## config.mk

```make
export PLATFORM = sky130hd
export DESIGN_NAME = hex_digit_scanner
export DESIGN_NICKNAME = d
export VERILOG_FILES = /design/src/rtl/hex_digit_scanner.sv
export SDC_FILE = /design/constraint.sdc
export NUM_CORES = 1
export LEC_CHECK = 0
export CORE_ASPECT_RATIO = 0.7
export CORE_MARGIN = 2
export CORE_UTILIZATION = 45
export DETAILED_ROUTE_END_ITERATION = 8
export PLACE_DENSITY = 0.67
export SKIP_CTS_REPAIR_TIMING = 1
export SLEW_MARGIN = 20
export SYNTH_ARGS = -nofsm -noshare
export SYNTH_HDL_FRONTEND = slang
export SYNTH_SLANG_ARGS = --single-unit
```

## constraint.sdc

```tcl
create_clock -name clk -period 4.5 [get_ports clk]
set_input_delay 0.45 -clock clk [delete_from_list [all_inputs] [get_ports clk]]
set_output_delay 0.45 -clock clk [all_outputs]
set_load 0.05 [all_outputs]
```

## src/rtl/hex_digit_scanner.sv

```systemverilog
// Time-multiplexed scanner for an N-digit common-anode 7-segment display.
// Presents one nibble at a time to the hex decoder with frame-aligned, tear-free value updates.
module hex_digit_scanner #(
  parameter int unsigned NUM_DIGITS  = 4,
  parameter int unsigned REFRESH_DIV = 50000,
  parameter int unsigned CNT_W       = 16
) (
  input  logic                    clk,
  input  logic                    rst,
  input  logic [4*NUM_DIGITS-1:0] value_in,
  input  logic                    load,
  input  logic                    blank_lz,
  output logic [3:0]              digit_out,
  output logic [NUM_DIGITS-1:0]   digit_en,
  output logic                    blank,
  output logic                    frame_start
);

  localparam int unsigned IDX_W = (NUM_DIGITS > 1) ? $clog2(NUM_DIGITS) : 1;
  localparam int unsigned VAL_W = 4 * NUM_DIGITS;

  logic [CNT_W-1:0] cnt_q, cnt_d;
  logic [IDX_W-1:0] idx_q, idx_d;
  logic [VAL_W-1:0] pend_q, pend_d;
  logic             pend_v_q, pend_v_d;
  logic [VAL_W-1:0] disp_q, disp_d;
  logic             fs_q, fs_d;

  logic             digit_done;
  logic             frame_wrap;

  logic [3:0]       cur_digit;
  logic             upper_zero;
  logic             lz_hit;

  // Prescaler, digit index and the pending/displayed value pipeline
  always_comb begin
    cnt_d    = cnt_q + CNT_W'(1);
    idx_d    = idx_q;
    pend_d   = pend_q;
    pend_v_d = pend_v_q;
    disp_d   = disp_q;

    digit_done = (cnt_q == CNT_W'(REFRESH_DIV - 1));
    frame_wrap = digit_done && (idx_q == IDX_W'(NUM_DIGITS - 1));

    if (digit_done) begin
      cnt_d = '0;
      idx_d = frame_wrap ? '0 : idx_q + IDX_W'(1);
    end

    // The displayed value only changes as the scan returns to digit 0
    if (frame_wrap && pend_v_q) begin
      disp_d   = pend_q;
      pend_v_d = 1'b0;
    end

    // A load on the wrap edge lands in pend after the old pend moved to disp
    if (load) begin
      pend_d   = value_in;
      pend_v_d = 1'b1;
    end

    fs_d = frame_wrap;
  end

  always_ff @(posedge clk) begin
    if (rst) begin
      cnt_q    <= '0;
      idx_q    <= '0;
      pend_q   <= '0;
      pend_v_q <= 1'b0;
      disp_q   <= '0;
      fs_q     <= 1'b0;
    end else begin
      cnt_q    <= cnt_d;
      idx_q    <= idx_d;
      pend_q   <= pend_d;
      pend_v_q <= pend_v_d;
      disp_q   <= disp_d;
      fs_q     <= fs_d;
    end
  end

  // Current nibble and leading-zero detection, scanning from the top digit down
  always_comb begin
    cur_digit  = 4'h0;
    upper_zero = 1'b1;
    lz_hit     = 1'b0;
    for (int i = NUM_DIGITS - 1; i >= 0; i--) begin
      upper_zero = upper_zero & (disp_q[4*i +: 4] == 4'h0);
      if (idx_q == IDX_W'(i)) begin
        cur_digit = disp_q[4*i +: 4];
        lz_hit    = upper_zero && (i != 0);
      end
    end
  end

  assign digit_out   = cur_digit;
  assign blank       = blank_lz && lz_hit;
  assign digit_en    = blank ? '1 : ~(NUM_DIGITS'(1) << idx_q);
  assign frame_start = fs_q;

endmodule

```

==> results.toml <==
[status]
outcome = "completed"

[die]
design.portCount = 30
floorplan.initialDensity_pct = 48.0
die_height_um = 64.5
core_footprint_mm2 = 0.00491
core.rowCount = 21
dieArea_mm2 = 0.00584
die-width_um = 90.5

[hold_path]
worstHoldPathType = "reg2reg"
holdCritStartpoint = "pend_q[7]$_SDFFE_PP0P_"
hold_end = "disp_q[7]$_SDFFE_PP0P_"
hold-path-cell-count = 2

[clock_network]
numCtsBuffers = 5
cts_max_level = 2
clk-insertion-delay-late_ps = 310
ctsRootBufferMaster = "clkbuf_8"
cts_tree = "yes"
max-clock-path-buffers = 2
cts.clk_slew.worst_paths_ps = 100
numClockSinks = 52

[global_route]
first_global_vias = 1667
global_route_wire_length_before_repair_mm = 7.92
grt_util_all_layers_pct = 16.8
antenna_found_initial = 0
maximum_number_of_pins_on_one_net_before_global_route_repair = 22
grt.overflow.total = 0

[synth]
yosys_warnings = 0
ys_seq_area_share_pct = 44.2
mean_cell_area_of_the_mapped_netlist_um2 = 8.86
synth_commonest_cells = "52 x dfxtp_1, 46 x nand2_1, 36 x nor2_1"
number_of_distinct_library_cell_variants_in_the_gate_level_netlist_after_synthesis = 35
dominantRegCellSynth = "dfxtp_1"
portion_of_synthesized_cell_area_occupied_by_the_leading_cell_type_pct = 44.2
post_synth_edffs = 0
post_synth_instance_area_mm2 = 0.00236
ys_top_cells_by_area = "dfxtp_1 44%, mux2i_1 14%, nand2_1 7.3%"
synth.net_count = 292
synth.most_common_cell = "dfxtp_1"
ys_ff_latch = 52
syn-instance-count = 266
async_flop_share_pct = 0
synthDominantAreaCellType = "dfxtp_1"

[timing]
post-route-worst-setup-slack_ps = 1420
final-setup-viol-count = 0
timing.max_slew.rel_slack_pct = 24.8
fin_crit_sh_pct = 68.5
rsz0062_at_grt = "no"
worst_pin_slew_ps = 1120
final_max_tran_viols = 0
finalWorstPathRequiredPeriod_ps = 3080
setup-tns-final_ps = 0
final_hold_viol_count = 0
max_clock_freq_ghz = 0.325
skew_ps = 7.79

[final_layout]
design.final.nets = 315
seq_area_mm2 = 0.00104
fillers = 482
multi_input_area_mm2 = 0.00120
synthToLayoutAreaGrowth_pct = 17.2
antennaDiodeCount = 0
fin_area_mm2 = 0.00276
postLayoutCoreUtil_pct = 56.2
drive_above_1_share_pct = 4.83

[routing]
detail_route.wl_per_cell_um = 12.9
antenna_left = 0
drtPass1Iterations = 4
dr_total_vias = 1787
detailed_route_iter0_violations = 116
drc_errors = 0
postRouteWirelength_mm = 4.64
vias_per_cell = 4.98

[placed_design]
dp_hpwl_mm = 3.27
placed_cell_areas_mm2 = 0.00267
placement.io_buffers = 29
routabilityCongestion = 0.780
place_ws_ps = 1730

[worst_setup_path]
critical_path.cell_chain = "inv_1 > ha_1 > nor4b_1 > o2111ai_1 > nand2_1 > clkdlybuf4s50_1"
worstPathArrival_ps = 2630
regToRegStartpoint = "cnt_q[4]$_SDFF_PP0_"
cpPeakStageDelay_ps = 800
r2r.worst_path.cells = 4
crit_fanout = 9
endpoint_kind = "primary output"
setup.worst_path.class = "reg2out"
critPathLaunchType = "flip-flop"
reg2reg_slack_ps = 1910
worstReg2RegEnd = "disp_q[2]$_SDFFE_PP0P_"
cp_slowest_cell = "clkdlybuf4s50_1"
critical_path_required_ps = 4050

[flow_run]
maxCapViolCount = 0

[power_and_ir_drop]
p_leak_nw = 1.01
power_after_layout_uw = 811
power.ir.vdd_worst_uv = 165
power_density_mw_per_mm2 = 294
==> kinds of logic (layout without fill, tap and decap cells) <==
kind of cell,Yosys count,after routing,synth area share [%]
simple gates,118,118,24.1
flops,52,52,44.2
mux,33,33,14.0
buf+inv,24,48,4.94
compound gates,20,20,4.78
xor+xnor,13,13,4.83
fa+ha+maj,6,6,3.19
==> routing by layer <==
layer / wire [µm] / track usage [%] / share of wire (%)
met5: 0 / 0 / 0
met4: 27 / 4.04 / 0.58
met3: 149 / 4.65 / 3.2
met1: 2610 / 24.9 / 56
met2: 1850 / 24.0 / 40
==> worst max-delay path, delay by kind of cell (launching register included) <==
family / cells / cell delay (ps)
compound gates: 1 / 240
simple gates: 2 / 430
buf+inv: 2 / 910
fa+ha+maj: 1 / 330
flops: 1 / 410
==> registers in the layout, indices dropped and copies added (netlist names) <==
name / cells
cnt_q: 16
pend_q: 16
frame_start: 1
pend_v_q: 1
disp_q: 16
idx_q: 2
==> cell type report <==
type | instances | area share (%)
well taps | 69 | 3.13
multi-input cells | 190 | 43.4
repair buffers | 31 | 11.1
clock inverters | 3 | 0.997
flip-flops and latches | 52 | 37.7
clock buffers | 5 | 2.49
inverters | 9 | 1.22
==> power by group <==
part | leakage (nW) | total [mW] | switching, mW | internal (mW)
clock network | 0.0463 | 0.280 | 0.165 | 0.114
registers | 0.423 | 0.478 | 0.00687 | 0.471
logic | 0.538 | 0.0525 | 0.0239 | 0.0286
==> stage by stage <==
| step | instances | hold slack, ps |
|---|---|---|
| 2_1_floorplan | 266 | 435 |
| 3_3_place_gp | 351 | 446 |
| 3_5_place_dp | 351 | 453 |
| 4_1_cts | 359 | 467 |
| 5_1_grt | 359 | 480 |
| 6_report | 359 | 460 |
==> layout by cell type, fill, tap and decap left out, types with 3 or more instances in the layout <==
cell type	synthesis	layout
a21oi_1	12	12
clkbuf_8	0	5
clkdlybuf4s50_1	0	29
dfxtp_1	52	52
ha_1	6	6
inv_1	8	8
mux2i_1	33	33
nand2_1	46	46
nand3_1	6	6
nand3b_1	5	5
nand4_1	5	5
nor2_1	36	36
nor4_1	5	5
o21ai_0	4	4
or3_1	3	3
xnor2_1	8	8
xor2_1	5	5
==> worst max-delay path by stage <==
stage | start | endpoint | slack, ps | depth (start not counted)
after detailed placement | blank_lz | digit_en[2] | 1730 | 5
after global placement | blank_lz | digit_en[2] | 1770 | 5
final | idx_q[0]$_SDFFE_PP0N_ | digit_en[3] | 1420 | 6
after CTS | idx_q[0]$_SDFFE_PP0N_ | digit_en[2] | 1430 | 6
after global routing | idx_q[0]$_SDFFE_PP0N_ | digit_en[1] | 1220 | 6
after floorplan | idx_q[0]$_SDFFE_PP0N_ | digit_out[0] | 1780 | 7
(Power assumes the default switching activity.)
